<file path="config.mk">
export PLATFORM = sky130hd
export DESIGN_NAME = instr_mem_loader
export DESIGN_NICKNAME = d
export VERILOG_FILES = /design/src/rtl/instr_mem_loader.sv
export SDC_FILE = /design/constraint.sdc
export NUM_CORES = 1
export LEC_CHECK = 0
export ABC_CLOCK_PERIOD_IN_PS = 2720
export CAP_MARGIN = 20
export CORE_ASPECT_RATIO = 1.2
export CORE_MARGIN = 2
export CORE_UTILIZATION = 49
export CTS_BUF_LIST = sky130_fd_sc_hd__clkbuf_8
export DETAILED_ROUTE_END_ITERATION = 6
export GPL_TIMING_DRIVEN = 0
export PLACE_DENSITY = 0.89
export SYNTH_ARGS = -nofsm -noshare
export SYNTH_HDL_FRONTEND = slang
export SYNTH_SLANG_ARGS = --single-unit
export TNS_END_PERCENT = 50
</file>
<file path="constraint.sdc">
create_clock -name clk -period 2.72 [get_ports clk]
set_input_delay 0.544 -clock clk [delete_from_list [all_inputs] [get_ports clk]]
set_output_delay 0.544 -clock clk [all_outputs]
set_load 0.05 [all_outputs]
</file>
<file path="src/rtl/instr_mem_loader.sv">
// -----------------------------------------------------------------------------
// instr_mem_loader
//   Write side of the instruction memory. A byte stream arrives over a
//   valid/ready handshake. Every 4 accepted bytes are packed into one 32-bit
//   instruction word, with the first byte in the MSB. Each word is written
//   with a single-cycle strobe. A load covers LOAD_WORDS consecutive word
//   addresses, starting at START_ADDR and wrapping modulo 2^ADDR_W.
//
// Ports:
//   clk        in   system clock, rising edge
//   rst        in   asynchronous active-high reset
//   start      in   begins a load when sampled high in IDLE
//   byte_in    in   stream byte
//   byte_valid in   byte_in valid this cycle
//   byte_ready out  loader accepts a byte this cycle (COLLECT only)
//   wr_en      out  instruction memory write strobe (WRITE only)
//   wr_addr    out  memory word address
//   wr_data    out  assembled instruction word
//   busy       out  load in progress (COLLECT or WRITE)
//   done       out  last load completed; sticky until next start or reset
//   word_count out  words written in the current or last load
// -----------------------------------------------------------------------------
module instr_mem_loader #(
   parameter int ADDR_W     = 14,
   parameter int DATA_W     = 32,
   parameter int START_ADDR = 0,
   parameter int LOAD_WORDS = 256
) (
   input  logic              clk,
   input  logic              rst,
   input  logic              start,
   input  logic [7:0]        byte_in,
   input  logic              byte_valid,
   output logic              byte_ready,
   output logic              wr_en,
   output logic [ADDR_W-1:0] wr_addr,
   output logic [DATA_W-1:0] wr_data,
   output logic              busy,
   output logic              done,
   output logic [ADDR_W:0]   word_count
);

   localparam logic [1:0] S_IDLE    = 2'd0;
   localparam logic [1:0] S_COLLECT = 2'd1;
   localparam logic [1:0] S_WRITE   = 2'd2;
   localparam logic [1:0] S_DONE    = 2'd3;

   localparam logic [ADDR_W-1:0] START_A = ADDR_W'(START_ADDR);
   localparam logic [ADDR_W:0]   LOAD_N  = (ADDR_W+1)'(LOAD_WORDS);

   logic [1:0]        state_q, state_d;
   logic [1:0]        idx_q, idx_d;
   // Only the three earlier bytes need holding; the fourth comes straight
   // from byte_in on the completing edge.
   logic [DATA_W-9:0] shreg_q, shreg_d;
   logic [DATA_W-1:0] wr_data_q, wr_data_d;
   logic [ADDR_W-1:0] wr_addr_q, wr_addr_d;
   logic [ADDR_W:0]   cnt_q, cnt_d, cnt_inc;
   logic              done_q, done_d;

   assign cnt_inc = cnt_q + (ADDR_W+1)'(1);

   always_comb begin
      state_d   = state_q;
      idx_d     = idx_q;
      shreg_d   = shreg_q;
      wr_data_d = wr_data_q;
      wr_addr_d = wr_addr_q;
      cnt_d     = cnt_q;
      done_d    = done_q;
      case (state_q)
         S_IDLE: begin
            if (start) begin
               state_d   = S_COLLECT;
               wr_addr_d = START_A;
               cnt_d     = '0;
               done_d    = 1'b0;
               idx_d     = '0;
            end
         end
         S_COLLECT: begin
            // byte_ready is high throughout COLLECT, so valid alone means accept
            if (byte_valid) begin
               shreg_d = {shreg_q[DATA_W-17:0], byte_in};
               idx_d   = idx_q + 2'd1;
               if (idx_q == 2'd3) begin
                  wr_data_d = {shreg_q, byte_in};
                  state_d   = S_WRITE;
               end
            end
         end
         S_WRITE: begin
            wr_addr_d = wr_addr_q + ADDR_W'(1);   // wraps at 2^ADDR_W
            cnt_d     = cnt_inc;
            idx_d     = '0;
            if (cnt_inc == LOAD_N) begin
               state_d = S_DONE;
               done_d  = 1'b1;
            end else begin
               state_d = S_COLLECT;
            end
         end
         S_DONE: begin
            state_d = S_IDLE;
         end
         default: state_d = S_IDLE;
      endcase
   end

   always_ff @(posedge clk or posedge rst) begin
      if (rst) begin
         state_q   <= S_IDLE;
         idx_q     <= '0;
         shreg_q   <= '0;
         wr_data_q <= '0;
         wr_addr_q <= '0;
         cnt_q     <= '0;
         done_q    <= 1'b0;
      end else begin
         state_q   <= state_d;
         idx_q     <= idx_d;
         shreg_q   <= shreg_d;
         wr_data_q <= wr_data_d;
         wr_addr_q <= wr_addr_d;
         cnt_q     <= cnt_d;
         done_q    <= done_d;
      end
   end

   assign byte_ready = (state_q == S_COLLECT);
   assign wr_en      = (state_q == S_WRITE);
   assign busy       = (state_q == S_COLLECT) || (state_q == S_WRITE);
   assign done       = done_q;
   assign wr_addr    = wr_addr_q;
   assign wr_data    = wr_data_q;
   assign word_count = cnt_q;

endmodule

</file>
# After elaboration in Yosys (flattened, before gate mapping)
# Cells that the tools add are included.
[totals]
register_bits = 90
inputBits = 12
out_inout_bits = 65
word_cells = 44
[classes]
add_sub_neg = 3
n_eq_ne = 9
mux = 15
reduce_logical = 10
[ops]
columns = ["operator", "count"]
rows = [
  ["$pmux W15 S2", 1],
  ["$pmux W14 S2", 1],
  ["$add A15 B1 Y15 const B", 1],
  ["$eq A15 B9 Y1 const B", 1],
  ["$mux W15", 1],
  ["$add A14 B1 Y14 const B", 1],
  ["$mux W14", 1],
  ["$mux W2", 6],
  ["$reduce_and A3 Y1", 4],
  ["$pmux W2 S4", 1],
  ["$eq A2 B2 Y1 const B", 3],
  ["$pmux W2 S3", 1],
  ["$ne A2 B1 Y1 const B", 2],
  ["$ne A2 B2 Y1 const B", 2],
  ["$reduce_and A2 Y1", 2],
  ["$reduce_bool A3 Y1", 1],
  ["$add A2 B1 Y2 const B", 1],
  ["$eq A2 B1 Y1 const B", 1],
  ["$logic_not A2 Y1", 1],
  ["$mux W1", 2],
  ["$pmux W1 S2", 1],
  ["$reduce_bool A2 Y1", 1],
  ["$logic_or A1 B1 Y1", 1],
]

# Longest topological paths before layout
[depth]
word_depth = 4
mapped_depth = 8
mapped_depth_nobuf = 7

# Worst setup path after synthesis
# No wires, ideal clock.
[synth_path]
kind = "flip-flop to flip-flop"
from = "reg state_q[0]"
to = "reg wr_addr_q[12], in the netlist wr_addr[12]"
setup_ns = 0.135
arrival_time_ns = 2.032
t_required_ns = 2.585
slack_ns = 0.553
path_stages_with_launch = 8
path_buffers = 0
period_less_slack_ns = 2.167
path_cell_list = "dfrtp_1 > inv_1 > ha_1 > mux2i_2 > nor4_1 > nand3_1 > xor2_1 > nor2_1"
[synth_between]
elab_chain_cells = 3
word_cells_on_any_way = 6
cone_classes = "2 x eq/ne; 1 x mux; 3 x reduce/logical"
[synth_rtl]
columns = ["item", "line", "text"]
rows = [
  ["from (decl)", "51", "logic [1:0] state_q, state_d;"],
  ["from (signal assigned)", "120", "state_q <= state_d;"],
  ["$eq A2 B2 Y1 *", "n/a", ""],
  ["named net wr_en", "35", "output logic wr_en,"],
  ["$reduce_bool A2 Y1 (no line)", "n/a", ""],
  ["$reduce_and A2 Y1 (no line)", "n/a", ""],
  ["to (signal assigned)", "124", "wr_addr_q <= wr_addr_d;"],
  ["to (decl)", "57", "logic [ADDR_W-1:0] wr_addr_q, wr_addr_d;"],
]
# The timed path passes the listed nets; every way through them passes the cells marked *.
# A chain may end at the register's enable or synchronous reset.

# Worst setup path after layout
[layout_path]
from = "reg state_q[1]"
to = "out byte_ready"
[layout_between]
elab_chain_cells = 1
[layout_rtl]
columns = ["item", "line", "text"]
rows = [
  ["$eq A2 B1 Y1", "130", "assign byte_ready = (state_q == S_COLLECT);"],
  ["to (decl)", "34", "output logic byte_ready,"],
]
# No other way between the ends.

==> summary.txt <==
Critical path
  – R2R setup slack: 530 ps
  – Crit. Startpoint: state_q[1]
  – CP peak stage delay: 860 ps
  – CP max-delay cell: clkdlybuf4s50_1
  – Reg2reg end: word_count[13]
  – CP cell instances: inv_1, ha_1, clkdlybuf4s50_1
  – Critical path endpoint category: output pin
  – Worst setup endpoint: byte_ready
  – CP Max Fanout: 6
  – FF-to-FF Start: state_q[1]
  – CP arrival: 2020 ps
  – Crit path launch type: register
  – R2R depth: 8
  – Setup Crit Path Kind: reg2out
  – WP data required: 2180 ps

Synth
  – Most numerous cell in the Yosys netlist: dfrtp_1
  – Synthesized cell area: 4100 um^2
  – Yosys reg bits: 90
  – Synth top area cells: dfrtp_1, mux2_2, o21ai_0
  – Top cell type's share of synthesized area: 55.0%
  – Cell taking the most area after synthesis: dfrtp_1
  – Asr flop ratio synth: 100%
  – Synthesis warning total: 0
  – Yosys cell types: 43
  – Cells after Synth: 341
  – Syn_nets: 361
  – Commonest cells post-synth: dfrtp_1, mux2_2, o21ai_0
  – Ys flop type: dfrtp_1
  – Post-synthesis average cell area: 12.0 um^2
  – Post-synth EDFFs: 0
  – Register area share after synthesis: 55.0%

Cells and area
  – Share of cells above drive strength 1: 21.0%
  – ANT cells: 0
  – Final net count: 450
  – Area Growth Syn to Fin: 26.8%

Floorplan
  – Die width: 87.5 um
  – CORE AREA: 8110 um^2
  – Rows: 36
  – Die height: 104 um
  – I/O pin count: 77
  – DIE AREA: 9110 um^2
  – Initial Util: 50.5%

Routing
  – Initial drt markers: 107
  – Via Count: 2953
  – DRT Pass-1 Iters: 5
  – Drt wl/cell: 15.9 um
  – DRC: 0
  – Routed wire length: 8.39 mm
  – DR vias/cell: 5.58
  – Post-DRT Antenna Nets: 0

Clocking
  – Total CTS buffers: 9
  – Postcts setup bufs: 0
  – CTS Buffer Depth: 2
  – # clock sinks: 90
  – Post-CTS Hold Buffers: 0
  – CTS root buffer: clkbuf_8
  – CTS clk-pin slew, worst paths: 90 ps
  – H-tree Lvls: 3
  – Clock Latency Late Sink: 350 ps
  – Cts repair resizes: 0
  – CTS tree: built

Timing
  – Final hold violations: 0
  – Achievable Freq: 390 MHz
  – Tmin final: 2560 ps
  – Slew @ Worst Pin: 668 ps
  – Slew HR: 55.5%
  – Final WS setup: 158 ps
  – Final Slew Violations: 0
  – Unrepaired setup endpoints after global routing: no
  – Final setup viols: 0
  – Final Skew: 10.4 ps
  – Post-route setup TNS: 0 ps
  – Period utilization: 94.2%

Global routing
  – Tot GR Track Use: 19.1%
  – Number of global-route vias before repair: 2910
  – GRT overflow: 0
  – Largest net degree at the start of global routing: 45
  – First-pass GRT wire length: 13.9 mm
  – Antenna violations before repair: 0

Place
  – RD Place Congestion: 0.853
  – Dpl ws: 274 ps
  – Post-DP HPWL: 6.01 mm
  – I/O Buffers: 76

Pwr
  – Peak VDD IR: 0.568 mV
  – Pleak: 2.29 nW
  – Pwr dens: 893 nW/um^2

Outcome
  – Status: finished, final reports clean

Flow run
  – Maxcap violations: 0

Worst hold path
  – Hold Path Class: reg2reg
-- metal layers --
metal | share of wire [%] | wire length, um | track usage (%)
met5 | 0 | 0 | 0
met4 | 1.4 | 116 | 7.36
met3 | 5.1 | 425 | 3.49
met2 | 48 | 4040 | 30.5
met1 | 45 | 3810 | 25.7
-- where the power goes --
| group | internal [mW] | switching, mW | total, mW |
|---|---|---|---|
| Combinational | 0.750 | 1.16 | 1.91 |
| Clock | 0.330 | 0.471 | 0.801 |
| Sequential | 1.69 | 0.243 | 1.93 |
-- kinds of logic after synthesis --
group	Yosys count	synth area share (%)
AOI/OAI and AO/OA	56	8.71
xor gates and xnor gates	16	3.42
adders and majority gates	8	2.44
buffers and inverters	24	3.51
DFF	90	55.0
muxes	59	16.2
and+or+nand+nor	88	10.7
-- state kept, by name (all words and copies together), names as in the netlist --
signal and flops:
shreg_q 24, wr_addr 14, idx_q 2, word_count 15, done 1, state_q 2, wr_data 32
-- area by class of cell --
type / instances / area (um^2)
Clock buffer: 9 / 124
Sequential cell: 90 / 2250
Inverter: 5 / 22.5
Tap cell: 95 / 119
Multi-Input combinational cell: 227 / 1700
Timing Repair Buffer: 78 / 808
Fill cell: 614 / 2910
Clock inverter: 6 / 43.8
Buffer: 19 / 125
-- worst min-delay path by stage --
| stage | end | start | slack (ps) | depth (start not counted) |
|---|---|---|---|---|
| 4_1_cts | idx_q[0] | idx_q[0] | 500 | 1 |
| 2_1_floorplan | idx_q[0] | idx_q[0] | 450 | 1 |
| 5_1_grt | idx_q[0] | idx_q[0] | 520 | 1 |
| 3_5_place_dp | idx_q[0] | idx_q[0] | 480 | 1 |
| 6_report | idx_q[0] | idx_q[0] | 500 | 1 |
| 3_3_place_gp | idx_q[0] | idx_q[0] | 470 | 1 |
-- per-stage QoR --
stage	hold slack, ps	utilization (%)	std cells	area, um^2	power, mW
after floorplan	454	-	341	4100	3.26
after global placement	470	61.4	512	4980	3.79
after detailed placement	479	62.0	514	5030	3.87
after CTS	497	64.1	529	5190	4.68
after global routing	517	64.1	529	5190	4.89
final	497	64.1	529	5190	4.64
-- cell usage in the layout, fill, tap and decap left out, drive strengths merged, types with 3 or more instances in the layout --
master          n
nor4            6
mux2i           3
xor2            7
buf            12
nand2          20
mux2           56
nand4           6
o31ai           7
a22o            5
o21ai          26
xnor2           9
nor2           21
ha              8
a21oi           5
clkdlybuf4s50  76
nand2b          3
a31oi           3
inv             5
dfrtp          90
nand3          20
clkbuf         18
nor3            3
clkinv          4
-- critical path, delay by kind of cell, from the launching register on --
family | cells | cell delay, ps
adders and majority gates | 1 | 250
buffers and inverters | 2 | 990
DFF | 1 | 430
No activity file was read; power rests on OpenSTA's default activity.
